===== config.mk =====
export PLATFORM = sky130hd
export DESIGN_NAME = div_clk_monitor
export DESIGN_NICKNAME = d
export VERILOG_FILES = /design/src/rtl/div_mon_pkg.sv /design/src/rtl/div_edge_sync.sv /design/src/rtl/div_clk_monitor.sv
export SDC_FILE = /design/constraint.sdc
export NUM_CORES = 1
export LEC_CHECK = 0
export BUFFER_PORTS_ARGS = -buffer_cell sky130_fd_sc_hd__buf_2
export CORE_UTILIZATION = 52
export DETAILED_ROUTE_END_ITERATION = 8
export PLACE_DENSITY = 0.71
export SLEW_MARGIN = 5
export SYNTH_ARGS = -nofsm -noshare
export SYNTH_HDL_FRONTEND = slang
export SYNTH_SLANG_ARGS = --single-unit
export TNS_END_PERCENT = 5

===== constraint.sdc =====
create_clock -name clk -period 1.6 [get_ports clk]
set_clock_uncertainty 0.05 [all_clocks]
set_input_delay 0.08 -clock clk [delete_from_list [all_inputs] [get_ports clk]]
set_output_delay 0.08 -clock clk [all_outputs]
set_load 0.005 [all_outputs]

===== src/rtl/div_mon_pkg.sv =====
// Shared types and defaults for the divided-clock monitor.
// Holds the FSM state encoding and the default counter width.
package div_mon_pkg;

    localparam int DEF_CNT_W = 8;

    typedef enum logic [1:0] {
        IDLE   = 2'd0,
        ACQ    = 2'd1,
        MEAS   = 2'd2,
        LOCKED = 2'd3
    } div_mon_state_t;

endpackage


===== src/rtl/div_edge_sync.sv =====
// Two-flop synchronizer followed by a history flop.
// Produces the synchronized level and single-cycle rise/fall strobes.
module div_edge_sync (
    input  logic clk,
    input  logic rst,
    input  logic d,
    output logic lvl,
    output logic rise,
    output logic fall
);

    logic s1;
    logic s2;
    logic s3;

    always_ff @(posedge clk or negedge rst) begin
        if (!rst) begin
            s1 <= 1'b0;
            s2 <= 1'b0;
            s3 <= 1'b0;
        end else begin
            s1 <= d;
            s2 <= s1;
            s3 <= s2;
        end
    end

    assign lvl  = s2;
    assign rise = s2 & ~s3;
    assign fall = ~s2 & s3;

endmodule


===== src/rtl/div_clk_monitor.sv =====
// Measures period and high time of a divided clock in clk cycles,
// declares lock on a stable ratio and flags a stalled divider.
module div_clk_monitor
    import div_mon_pkg::*;
#(
    parameter int CNT_W    = DEF_CNT_W,
    parameter int LOCK_CNT = 4
) (
    input  logic             clk,
    input  logic             rst,
    input  logic             en,
    input  logic             div_in,
    output logic [CNT_W-1:0] period,
    output logic [CNT_W-1:0] high_time,
    output logic             period_valid,
    output logic             locked,
    output logic             timeout_err
);

    localparam int MW = $clog2(LOCK_CNT + 1);
    localparam logic [CNT_W-1:0] CNT_MAX  = {CNT_W{1'b1}};
    localparam logic [CNT_W-1:0] CNT_ONE  = CNT_W'(1);
    localparam logic [MW-1:0]    LOCK_VAL = MW'(LOCK_CNT);

    div_mon_state_t   state;
    div_mon_state_t   state_nxt;
    logic [CNT_W-1:0] cnt;
    logic [CNT_W-1:0] cnt_nxt;
    logic [CNT_W-1:0] hcnt;
    logic [CNT_W-1:0] hcnt_nxt;
    logic [MW-1:0]    match_cnt;
    logic [MW-1:0]    match_nxt;
    logic [CNT_W-1:0] period_nxt;
    logic [CNT_W-1:0] high_nxt;
    logic             valid_nxt;
    logic             timeout_nxt;
    logic             timeout_hit;
    logic             lvl;
    logic             rise;
    logic             fall;

    div_edge_sync u_sync (
        .clk  (clk),
        .rst  (rst),
        .d    (div_in),
        .lvl  (lvl),
        .rise (rise),
        .fall (fall)
    );

    // A rise always beats a saturated counter, so a max-length period is measured, not timed out.
    always_comb begin
        state_nxt   = state;
        match_nxt   = match_cnt;
        period_nxt  = period;
        high_nxt    = high_time;
        valid_nxt   = 1'b0;
        timeout_nxt = timeout_err;
        timeout_hit = (cnt == CNT_MAX) && !rise;

        if (rise) begin
            cnt_nxt = CNT_ONE;
        end else if (cnt != CNT_MAX) begin
            cnt_nxt = cnt + CNT_ONE;
        end else begin
            cnt_nxt = cnt;
        end

        if (rise) begin
            hcnt_nxt = CNT_ONE;
        end else if (lvl && (hcnt != CNT_MAX)) begin
            hcnt_nxt = hcnt + CNT_ONE;
        end else begin
            hcnt_nxt = hcnt;
        end

        unique case (state)
            IDLE: begin
                state_nxt = ACQ;
            end
            ACQ: begin
                if (rise) begin
                    state_nxt = MEAS;
                end
            end
            MEAS, LOCKED: begin
                // Falls seen before the first rise belong to a partial phase, hence only here.
                if (fall) begin
                    high_nxt = hcnt;
                end
                if (rise) begin
                    period_nxt = cnt;
                    valid_nxt  = 1'b1;
                    if (cnt == period) begin
                        if (match_cnt != LOCK_VAL) begin
                            match_nxt = match_cnt + MW'(1);
                        end
                    end else begin
                        match_nxt = '0;
                    end
                    state_nxt = (match_nxt == LOCK_VAL) ? LOCKED : MEAS;
                end
            end
            default: begin
                state_nxt = IDLE;
            end
        endcase

        if ((state != IDLE) && timeout_hit) begin
            timeout_nxt = 1'b1;
            match_nxt   = '0;
            state_nxt   = ACQ;
        end
    end

    always_ff @(posedge clk or negedge rst) begin
        if (!rst) begin
            state        <= IDLE;
            cnt          <= '0;
            hcnt         <= '0;
            match_cnt    <= '0;
            period       <= '0;
            high_time    <= '0;
            period_valid <= 1'b0;
            locked       <= 1'b0;
            timeout_err  <= 1'b0;
        end else if (!en) begin
            state        <= IDLE;
            cnt          <= '0;
            hcnt         <= '0;
            match_cnt    <= '0;
            period       <= '0;
            high_time    <= '0;
            period_valid <= 1'b0;
            locked       <= 1'b0;
            timeout_err  <= 1'b0;
        end else begin
            state        <= state_nxt;
            cnt          <= cnt_nxt;
            hcnt         <= hcnt_nxt;
            match_cnt    <= match_nxt;
            period       <= period_nxt;
            high_time    <= high_nxt;
            period_valid <= valid_nxt;
            locked       <= (state_nxt == LOCKED);
            timeout_err  <= timeout_nxt;
        end
    end

endmodule


==> results by stage, run 1 <==
Pwr:
- The proportion of total power due to net switching is 24.0%.
- The cell area power density is 747 nW/µm².
- Combinational cells account for 8.3% of the total power.
- In this run the power spent charging and discharging nets is 0.462 mW.
- The share of total power dissipated in the clock network is 33.4%.
- For this design the static power due to leakage is 1.24 nW.
- Internal power comes to 1.46 mW.
- The maximum resistive drop on vdd is 0.537 mV.
- Sequential cells burn 58.3% of the power.

STA:
- Once routing completed, OpenROAD measured the worst setup slack at -0.0925 ns.
- The actual transition at the worst max-transition pin is 0.488 ns.
- Measured against its own limit, the worst slew margin works out to 67.5%.
- The count of endpoints failing hold in the final timing report came to 0.
- Setup repair after global routing could not meet its margin everywhere.
- Derived from the worst setup path, the maximum achievable clock frequency is 591 MHz.
- The smallest clock period supported by the final layout is computed as 1.69 ns.
- The number of slew-limit violations in the final report was 0.
- The final critical-path share of the clock period is 106%.
- Setup violations remaining at the end of the flow were counted as 2.

Clock network:
- The clock latency on the worst-skew pair is 0.30 ns.
- The register clock-pin slew on the reported worst setup and hold paths is 0.08 ns.
- CTS placed an instance of clkbuf_8 at the clock tree root.
- TritonCTS built the clock tree.
- The number of buffers inserted during clock tree synthesis is 5.
- In this run the number of H-tree levels came out at 2.
- The longest clock path from root to sink contains 2 buffers.
- Clock tree synthesis found a total of 43 sinks.

Die:
- The initial standard-cell utilization of the core is 54.8%.
- The floorplan die width is 67.2 µm.
- The floorplan step defined a die boundary enclosing 4510 µm².
- The number of cell rows is 23.
- The top-level I/O count is 23.
- The core footprint is 4030 µm².
- The die height is 67.2 µm.

Synth:
- The post-synthesis register bit count is 43.
- The synthesis warning total is 0.
- Ranked by total cell area, the synthesized netlist is headed by dfrtp_1 (49%), xor2_1 (4.0%), nand2_1 (3.9%).
- Dividing the synthesized area by the synthesized cell count gives 10.4 µm².
- The library cell with the largest summed area after synthesis is dfrtp_1.
- In this run, synthesis inferred 0 flip-flops with an integrated enable.
- The synthesized design devotes to its leading area cell type 48.7% of total area.
- The number of nets handed over by synthesis was 220.
- The cell area that synthesis handed to floorplanning was 2210 µm².
- Sequential cells were found to cover 48.7% of the synthesized design area.
- The cell count after synthesis is 212.
- The async set-reset flop share out of synthesis is 100%.
- The dominant register cell in the synthesized netlist is dfrtp_1.
- The count of different cell masters after synthesis is 45.

Global route:
- The first global-routing pass estimated 7410 µm of wire.
- The global routing usage summed across all routing layers is 22.5%.
- The via count of the first global-routing pass is 1,625.
- The total grt overflow is 0.
- The number of antenna violations at the first check in global routing came to 0.
- The pin count of the biggest net entering global routing is 24.

Place:
- The routability congestion estimate is 0.851.
- Detailed placement ended at an HPWL of 3190 µm.
- The placed instance area is 2470 µm².
- The number of buffers inserted by port buffering is 22.
- At the placement stage, the worst setup path has a slack of -0.107 ns.

Outcome:
- The flow ran to the end, but the final reports show violations.
- The final reports fail on setup timing.

Route:
- After detailed routing, the number of vias per cell comes to 5.60.
- The average detailed-routed wire length per instance is 14.6 µm.
- For this run, the detailed router's first-pass iteration total came to 4.
- The final wirelength is 4410 µm.
- The number of antenna-violating nets in the routed design is 0.
- The count of unresolved DRC violations after routing is 0.
- The detailed router's first-iteration violation count is 146.
- The total via count in the routed design is 1,686.

Layout:
- The share of final-layout standard cells stronger than drive strength 1 is 24.3%.
- The filler cells instantiated in the layout total 325.
- Compared with the post-synthesis result, the final layout area differs by 16.8%.
- The antenna diode count is 0.
- After routing the design area is 2580 µm².
- The number of nets at the end of the flow is 260.
- Once layout is complete, the utilization of the core stands at 64.0%.

Worst setup path:
- In this run the worst setup path begins at match_cnt[1]$_DFFE_PN0P_.
- STA puts the critical path data arrival time at 1.87 ns.
- The worst setup path is captured at a flop.
- The worst setup path is of the reg -> reg kind.
- The capture instance of the worst register-to-register path is locked$_DFF_PN0_.
- For the worst setup path, the data required time is 1.77 ns.
- The startpoint of the most critical register-to-register path is match_cnt[1]$_DFFE_PN0P_.
- The highest net fanout along the worst path is 3.
- The startpoint type of the worst setup path is a flop.
- The number of cells on the worst reg-to-reg path is 6.
- In this run the worst setup path terminates at locked$_DFF_PN0_.
- Across all register-to-register paths, the minimum setup slack is -0.09 ns.

Worst hold path:
- The path class of the tightest hold or removal check is in -> reg.
- In this run the most critical hold path is launched from en.

Job:
- The number of max-cap violations is 0.
## registers in the layout (all words and copies together) (netlist names)
| signal | flops |
|---|---|
| u_sync.lvl | 1 |
| high_time | 8 |
| state | 2 |
| period | 8 |
| period_valid | 1 |
| timeout_err | 1 |
| cnt | 8 |
| match_cnt | 3 |
| u_sync.s3 | 1 |
| locked | 1 |
| hcnt | 8 |
| u_sync.s1 | 1 |
## synthesized netlist by cell type, drive strengths merged (2+ instances only)
library cell and number:
a211oi 3, a21boi 14, a21oi 12, a31oi 6
and3 4, and4 2, buf 5, clkbuf 5
dfrtp 43, ha 4, inv 4, mux2i 7
nand2 24, nand2b 2, nand3 5, nand3b 3
nand4 7, nor2 11, nor2b 8, nor3 3
nor4 2, o211ai 3, o21ai 6, xnor2 2
xor2 12
## cells in the final DEF (no fill, tap or decap), types with 4 or more instances in the layout
master and n:
dfrtp_1 42, nand2_1 23, buf_2 22, buf_4 19
a21oi_1 12, a21boi_0 11, nor2_1 11, xor2_1 10
nor2b_1 8, nand4_1 7, mux2i_1 7, a31oi_1 6
clkbuf_8 5, and3_1 4, o21ai_1 4, nand3_1 4
## cell type report
type | count | area (µm²) | share of cell area (%)
multi-input combinational | 154 | 1060 | 41.1
clock buffer | 6 | 72.6 | 2.81
timing repair buffer | 44 | 293 | 11.3
inverter | 4 | 15.0 | 0.582
sequential | 43 | 1080 | 41.8
tap | 50 | 62.6 | 2.42
## repair_timing
item | in CTS | in global routing
setup endpoints to repair | 2 | 11
hold endpoints to repair | 21 | 0
gates resized for setup | 0 | 5
hold buffers | 2 | 0
cloned | 0 | 0
pin swaps | 4 | 2
setup buffers | 1 | 0
## routing by layer
| metal | global-route usage [%] | wire [µm] | vias up |
|---|---|---|---|
| li1 | - | - | 828 |
| met1 | 29.4 | 2070 | 818 |
| met2 | 36.5 | 2120 | 32 |
| met3 | 3.72 | 150 | 8 |
| met4 | 10.1 | 71 | 0 |
| met5 | 0 | 0 | - |
## worst max-delay path, cell delays in order (launching register included)
cell,delay [ns]
dfrtp_1,0.40
inv_2,0.04
ha_2,0.16
or3b_1,0.39
a311oi_1,0.25
nand4b_1,0.16
a21boi_1,0.17
## power groups by stage
stage / clock network (mW) / registers, mW / logic (mW)
after floorplan: 0 / 1.14 / 0.0898
final: 0.643 / 1.12 / 0.160
after detailed placement: 0 / 1.14 / 0.157
after global placement: 0 / 1.14 / 0.156
after CTS: 0.652 / 1.12 / 0.162
after global routing: 0.699 / 1.13 / 0.179
## worst min-delay path by stage
| stage | endpoint | slack [ns] | cells after the start |
|---|---|---|---|
| after floorplan | cnt[0]$_DFFE_PN0P_ | -0.27 | 0 |
| after global placement | period[6]$_DFFE_PN0P_ | 0.02 | 1 |
| after detailed placement | period[6]$_DFFE_PN0P_ | 0.02 | 1 |
| after CTS | period[0]$_DFFE_PN0P_ | 0.12 | 2 |
| after global routing | period[4]$_DFFE_PN0P_ | 0.12 | 2 |
| final | period[0]$_DFFE_PN0P_ | 0.11 | 2 |
## cell families after synthesis
| kind of cell | share of synthesized area (%) |
|---|---|
| muxes | 3.17 |
| DFF | 48.7 |
| adders and majority gates | 2.27 |
| buffers and inverters | 4.08 |
| and+or+nand+nor | 20.6 |
| AOI/OAI and AO/OA | 15.0 |
| xor gates and xnor gates | 6.23 |
## through the flow
stage / setup TNS [ns] / std cells / hold WS (ns) / total power, mW
after global routing: -0.415 / 301 / 0.122 / 2.01
after floorplan: -0.00903 / 212 / -0.266 / 1.23
after CTS: -0.123 / 301 / 0.121 / 1.94
final: -0.174 / 301 / 0.113 / 1.93
after global placement: -0.0804 / 292 / 0.0210 / 1.30
after detailed placement: -0.201 / 292 / 0.0243 / 1.30
No activity file was read; power rests on OpenSTA's default activity.
==> run 2, diff against run 1 <==
--- a/config.mk
+++ b/config.mk
@@ -6,9 +6,10 @@
 export NUM_CORES = 1
 export LEC_CHECK = 0
 export BUFFER_PORTS_ARGS = -buffer_cell sky130_fd_sc_hd__buf_2
-export CORE_UTILIZATION = 52
+export CORE_MARGIN = 5
+export CORE_UTILIZATION = 50
 export DETAILED_ROUTE_END_ITERATION = 8
-export PLACE_DENSITY = 0.71
+export PLACE_DENSITY = 0.68
 export SLEW_MARGIN = 5
 export SYNTH_ARGS = -nofsm -noshare
 export SYNTH_HDL_FRONTEND = slang
==> results by stage, run 2 (synthesis results as in run 1) <==
Global route:
- The via count of the first global-routing pass is 1,671.
- For met3 alone, demand over resource in global routing was 3.43%.
- For met1 alone, demand over resource in global routing was 24.9%.
- The global routing usage summed across all routing layers is 17.2%.
- Entering global routing, the biggest net connects 25 pins.
- The total grt overflow is 0.
- The number of antenna violations at the first check in global routing is 0.
- The layer flagged by global routing as most heavily used is met2.
- The wire length of the first global-routing pass is 8310 µm.
- The met2 routing resource usage after global routing is 25.9%.

Route:
- The total via count in the routed design is 1,686.
- The count of unresolved DRC violations after routing is 0.
- The number of vias per cell is 5.49.
- The first routing iteration left 77 violations.
- The number of detailed-route iterations in the first pass is 4.
- The number of antenna-violating nets in the routed design is 0.
- Wires add up to 4460 µm.
- Dividing the detail-routed wire length by the instance count gives 14.5 µm.

Die:
- After floorplanning, the core was sized to cover 4320 µm².
- The floorplan has 24 rows.
- The die footprint is 5850 µm².
- Measured along the y axis, the die boundary spans 76.5 µm.
- Measured along the x axis, the die boundary spans 76.5 µm.
- The initial standard-cell utilization of the core is 51.1%.
- During I/O placement, the number of pins put on the boundary was 23.

STA:
- The number of slew-limit violations in the final report was 0.
- The worst relative slew slack is 68.4%.
- The least setup slack across all paths after layout is -0.0162 ns.
- The actual transition at the worst max-transition pin is 0.474 ns.
- The number of failing setup endpoints in the final timing report is 2.
- The final worst hold slack is 0.0819 ns.
- The final critical-path share of the clock period is 101%.
- Setup repair after global routing could not meet its margin everywhere.
- The count of endpoints failing hold in the final timing report is 0.
- The fmax is 619 MHz.
- The minimum period implied by the final worst setup slack is 1.62 ns.

Layout:
- The antenna diode count is 0.
- The synthesis-to-layout area growth is 18.0%.
- In the layout the commonest cells are dfrtp_1 (42), nand2_1 (23), buf_2 (22).
- The leading cell type in the layout, fill and taps excluded is dfrtp_1.
- Cells with a size suffix above 1 make up 25.1% of the layout.
- The number of nets at the end of the flow is 262.

Worst setup path:
- In this run the worst path has a maximum fanout of 4.
- Data on the critical path is required at its endpoint by 1.77 ns.
- STA classifies the critical path startpoint as a flop.
- The endpoint type of the worst setup path is a flop.
- Data arrives at the worst endpoint at 1.79 ns.
- The worst setup path category is reg -> reg.

Outcome:
- The final reports fail on setup timing.
- The run finished, with violations left.

Clock network:
- The library cell used as clock root buffer is clkbuf_8.
- The clock tree synthesis step divided the H-tree into 2 levels.
- The clock latency on the worst-skew pair is 0.29 ns.
- The clock passes through at most 2 buffers.
- For this design, the sink count on the clock tree is 43.
- TritonCTS built the clock tree.
- TritonCTS created 5 clock buffers.
- After clock tree synthesis, the clock-pin slew on the worst setup and hold paths is 0.08 ns.

Worst hold path:
- In this run the worst hold path is classified as in -> reg.

Pwr:
- The cell area power density is 749 nW/µm².
- The analysis attributes to cell leakage a power of 1.25 nW.
- VDD sags by at most 0.476 mV.

Place:
- Timing analysis after detailed placement gives a worst setup slack of -0.0992 ns.
- The routability congestion estimate is 0.847.
- Detailed placement finished with a half-perimeter wire length of 3260 µm.
- Port buffering added 22 buffers.

Job:
- The number of max-cap violations is 0.
-- run 2: changes by cell type in the layout (fill, tap and decap cells not counted), sizes merged --
cell / delta
buf: +2
clkbuf: +1
clkinv: +1
-- run 2: cell type report --
type | count | area [µm²]
Clock buffer | 7 | 76.3
Clock inverter | 1 | 5.00
Fill cell | 391 | 1720
Inverter | 4 | 15.0
Multi-Input combinational cell | 154 | 1060
Sequential cell | 43 | 1080
Tap cell | 52 | 65.1
Timing Repair Buffer | 46 | 308
-- run 2: timing repair --
item                                    in CTS  in global routing
pin swaps                                    3                  1
gates resized for setup                      0                  7
endpoints found under the setup margin       2                 18
endpoints found under the hold margin       20                  0
hold buffers                                 2                  0
buffers inserted                             0                  1
-- run 2: stage by stage --
stage	std cells	TNS (ns)	utilization [%]	total power [mW]	instance area, µm²
finish	307	-0.0184	60.3	1.95	2610
global route	307	-0.220	60.3	2.07	2610
CTS	306	-0.0772	59.8	1.98	2580
detailed placement	296	-0.164	57.4	1.31	2480
global placement	296	-0.0326	57.4	1.31	2480
floorplan	212	-0.00903	-	1.23	2210
-- run 2: worst paths after layout --
path                                                from                  endpoint  slack [ns]  cells after the start
worst max-delay path            match_cnt[0]$_DFFE_PN0P_          locked$_DFF_PN0_       -0.02                      6
worst min-delay path                                  en  match_cnt[1]$_DFFE_PN0P_        0.08                      3
worst max register to register  match_cnt[0]$_DFFE_PN0P_          locked$_DFF_PN0_       -0.02                      6
worst min register to register       u_sync.s1$_DFF_PN0_      u_sync.lvl$_DFF_PN0_        0.30                      0
max in group asynchronous                            rst        cnt[3]$_DFFE_PN0P_        0.79                      3
min in group asynchronous                            rst  high_time[5]$_DFFE_PN0P_        0.22                      2
-- run 2: critical path, stage by stage (launching register included) --
cell      delay [ns]
dfrtp_1         0.39
inv_1           0.06
ha_2            0.17
or3b_1          0.34
a311oi_1        0.22
nand4b_1        0.15
a21boi_1        0.16
-- run 2: layer usage --
layer  routed length, µm  vias up
met5                   0        -
met4                  63        0
met3                 167        6
met2                2020       27
met1                2200      810
li1                    -      843
-- run 2: power by group --
| part | leakage, nW | switching, mW | internal (mW) |
|---|---|---|---|
| sequential | 0.586 | 0.0227 | 1.10 |
| clock | 0.0422 | 0.353 | 0.306 |
| combinational | 0.626 | 0.0914 | 0.0752 |
| total | 1.25 | 0.467 | 1.48 |
==> run 3, diff against run 2 <==
--- a/config.mk
+++ b/config.mk
@@ -5,10 +5,12 @@
 export SDC_FILE = /design/constraint.sdc
 export NUM_CORES = 1
 export LEC_CHECK = 0
+export ABC_AREA = 1
 export BUFFER_PORTS_ARGS = -buffer_cell sky130_fd_sc_hd__buf_2
 export CORE_MARGIN = 5
 export CORE_UTILIZATION = 50
 export DETAILED_ROUTE_END_ITERATION = 8
+export HOLD_SLACK_MARGIN = 0.15
 export PLACE_DENSITY = 0.68
 export SLEW_MARGIN = 5
 export SYNTH_ARGS = -nofsm -noshare
==> results by stage, run 3 <==
Route:
- The total via count in the routed design is 1,759.
- In the routed layout, each cell is associated on average with a via count of 5.17.
- Once detail routing completed, the nets flagged for antenna violations numbered 0.
- The number of detailed-route iterations in the first pass is 4.
- The first routing iteration left 150 violations.
- The average detailed-routed wire length per instance is 13.1 µm.
- After detailed routing, the total wire length is 4450 µm.
- After detailed routing, the number of remaining DRC violations is 0.

Global route:
- The total overflow left after global routing is 0.
- The global routing usage summed across all routing layers is 18.3%.
- The wire length of the first global-routing pass is 7800 µm.
- The number of antenna violations at the first check in global routing came to 0.
- Entering global routing, the biggest net connects 24 pins.
- The via count of the first global-routing pass is 1,796.

Worst setup path:
- In this run the register-to-register setup slack is -0.03 ns.
- The worst register-to-register path begins at cnt[1]$_DFFE_PN0P_.
- The capture instance of the worst register-to-register path is cnt[2]$_DFFE_PN0P_.
- The worst reg2reg path depth is 9.
- STA puts the critical path data required time at 1.78 ns.
- The worst setup path category is reg -> reg.
- STA puts the critical path data arrival time at 1.81 ns.
- The highest net fanout along the worst path is 6.
- The startpoint type of the worst setup path is a flop.
- The worst setup path is captured at a flop.

Outcome:
- The run finished, with violations left.
- The final reports fail on setup timing.

Clock network:
- The H-tree was split into 2 levels.
- Buffers inserted during clock tree synthesis total 5.
- The number of buffers on the longest clock path is 2.
- TritonCTS built the clock tree.
- The register clock-pin slew on the reported worst setup and hold paths is 0.08 ns.
- The number of sinks on the clock net is 43.
- The library cell used as clock root buffer is clkbuf_8.
- The clock latency on the worst-skew pair is 0.30 ns.

Pwr:
- The leakage power figure is 1.22 nW.
- VDD sags by at most 0.506 mV.
- The power after layout is 2.14 mW.
- In this run the power density over the cells is 841 nW/µm².

STA:
- The worst relative slew slack is 67.0%.
- The fmax is 613 MHz.
- The number of failing setup endpoints in the final timing report is 2.
- After layout, the worst setup slack is -0.0323 ns.
- Across all hold checks on the routed design, the worst slack comes to 0.225 ns.
- The minimum period implied by the final worst setup slack is 1.63 ns.
- Setup repair after global routing could not meet its margin everywhere.
- The number of slew-limit violations in the final report is 0.
- The count of endpoints failing hold in the final timing report is 0.
- At the pin with the least slew margin, the transition time is 0.495 ns.
- The final critical-path share of the clock period is 102%.

Synth:
- In the synthesized netlist the dominant register cell turns out to be dfrtp_1.
- Yosys mapped a number of flops with a built-in enable equal to 0.
- The most repeated cell in the gate-level netlist after synthesis is nand2_1.
- The top cell type by area accounts for 51.8% of the synthesized area.
- In this run the cell area of the synthesized design comes to 2080 µm².
- The post-synthesis register bit count is 43.
- After synthesis, the mean cell area works out to 8.37 µm².
- Sorting the synthesized cells by how often they occur yields nand2_1 (49), dfrtp_1 (43), inv_1 (39), nor2_1 (25), o21ai_0 (19).
- The share of the yosys chip area belonging to registers is 51.8%.
- The async set-reset flop share out of synthesis is 100%.
- The cell count after synthesis is 248.
- Ranked by total cell area, the synthesized netlist is headed by dfrtp_1 (52%), nand2_1 (8.9%), inv_1 (7.1%).
- The synthesized net count is 256.
- The largest total area in the synthesized netlist belongs to dfrtp_1.
- The synthesis warning total is 0.
- The count of different cell masters after synthesis is 28.

Layout:
- The filler cells instantiated in the layout total 359.
- The share of final-layout standard cells stronger than drive strength 1 is 21.4%.
- Registers take 1080 µm².
- The library cell used most frequently in the layout, excluding fill and tap cells, is nand2_1.
- The number of antenna diodes in the final layout is 0.
- The synthesis-to-layout area growth is 22.4%.
- The net count of the finished layout is 298.
- The top cell types in the final layout, fill and taps aside, are nand2_1 (49), dfrtp_1 (42), inv_1 (39).
- The area of the multi-input gates is 882 µm².

Worst hold path:
- The path class of the tightest hold or removal check is in -> async.

Place:
- The detailed-placement wirelength estimate is 3150 µm.
- Input and output buffers added on the ports amount to 22.
- The congestion estimate from routability-driven global placement came to 0.812.

Die:
- The die footprint is 5540 µm².
- The initial standard-cell utilization of the core is 51.9%.
- The total area inside the core boundary comes to 4000 µm².
- From left edge to right edge, the die measures 74.4 µm.
- The die is 74.4 µm tall.
- The floorplan has 23 rows.
- For this design the top-level I/O count stands at 23.

Job:
- The tool flagged a number of max-cap violations equal to 0.
run 3: changes by cell type after synthesis, moves of 7 or more:
cell / previous run / this run
nor2_1: 11 / 25
o22ai_1: 0 / 8
nor2b_1: 8 / 0
inv_1: 4 / 39
a21boi_0: 11 / 0
nand2_1: 23 / 49
mux2i_1: 7 / 0
o21ai_0: 2 / 19
xor2_1: 10 / 1
nand3_1: 5 / 17
run 3: where the power goes:
| part | internal (mW) | switching [mW] | leakage, nW |
|---|---|---|---|
| clock | 0.458 | 0.364 | 0.0513 |
| combinational | 0.0749 | 0.115 | 0.585 |
| sequential | 1.11 | 0.0180 | 0.585 |
run 3: final cells by class:
type	instances	area share, %
tap	50	2.46
clock inverter	1	1.18
timing repair buffer	38	10.3
inverter	41	6.06
multi-input combinational	161	34.7
sequential	43	42.4
clock buffer	6	2.86
run 3: cells by family (layout without fill, tap and decap cells):
| family | count (synthesis) | after routing | share of synthesized area [%] |
|---|---|---|---|
| fa+ha+maj | 4 | 4 | 2.41 |
| buf+inv | 44 | 86 | 8.26 |
| flops | 43 | 43 | 51.8 |
| xor+xnor | 2 | 2 | 0.844 |
| simple gates | 105 | 105 | 22.8 |
| compound gates | 50 | 50 | 13.8 |
run 3: stage by stage:
stage          TNS, ns  setup slack (ns)  instance area (µm²)  instances  utilization [%]
2_1_floorplan        0             0.131                 2080        248                -
3_3_place_gp         0            0.0289                 2330        327             58.3
3_5_place_dp   -0.0105           -0.0105                 2330        327             58.3
4_1_cts              0           0.00127                 2480        338             62.1
5_1_grt          -1.41            -0.148                 2540        340             63.5
6_report       -0.0540           -0.0323                 2540        340             63.5
run 3: routing by layer:
metal	wire (µm)	global-route usage [%]	share of wire, %
met4	87	7.31	2.0
met2	2180	31.1	49
met5	0	0	0
met3	187	4.19	4.2
met1	1990	22.4	45
run 3: worst max-delay path, stage by stage (launching register included):
cell and delay (ns):
dfrtp_1 0.40, ha_2 0.22, nand3_2 0.10, nor2_1 0.12, nand2_1 0.11, nor2_4 0.19
nand3_4 0.12, nand3_2 0.09, o21ai_1 0.06, nor2_1 0.10
run 3: worst max-delay path by stage:
stage                                    from                   to  slack, ns
after floorplan           hcnt[1]$_DFFE_PN0P_  hcnt[0]$_DFFE_PN0P_       0.13
after global routing       cnt[1]$_DFFE_PN0P_   cnt[2]$_DFFE_PN0P_      -0.15
after CTS                  cnt[1]$_DFFE_PN0P_   cnt[0]$_DFFE_PN0P_      0.001
after detailed placement  hcnt[1]$_DFFE_PN0P_  hcnt[0]$_DFFE_PN0P_      -0.01
final                      cnt[1]$_DFFE_PN0P_   cnt[2]$_DFFE_PN0P_      -0.03
after global placement    hcnt[1]$_DFFE_PN0P_  hcnt[0]$_DFFE_PN0P_       0.03
run 3: timing repair:
item	in CTS	in global routing
pin swaps	2	7
hold buffers	3	0
endpoints found under the setup margin	1	21
gates cloned	0	0
gates resized for setup	2	13
buffers inserted	1	2
endpoints found under the hold margin	46	0
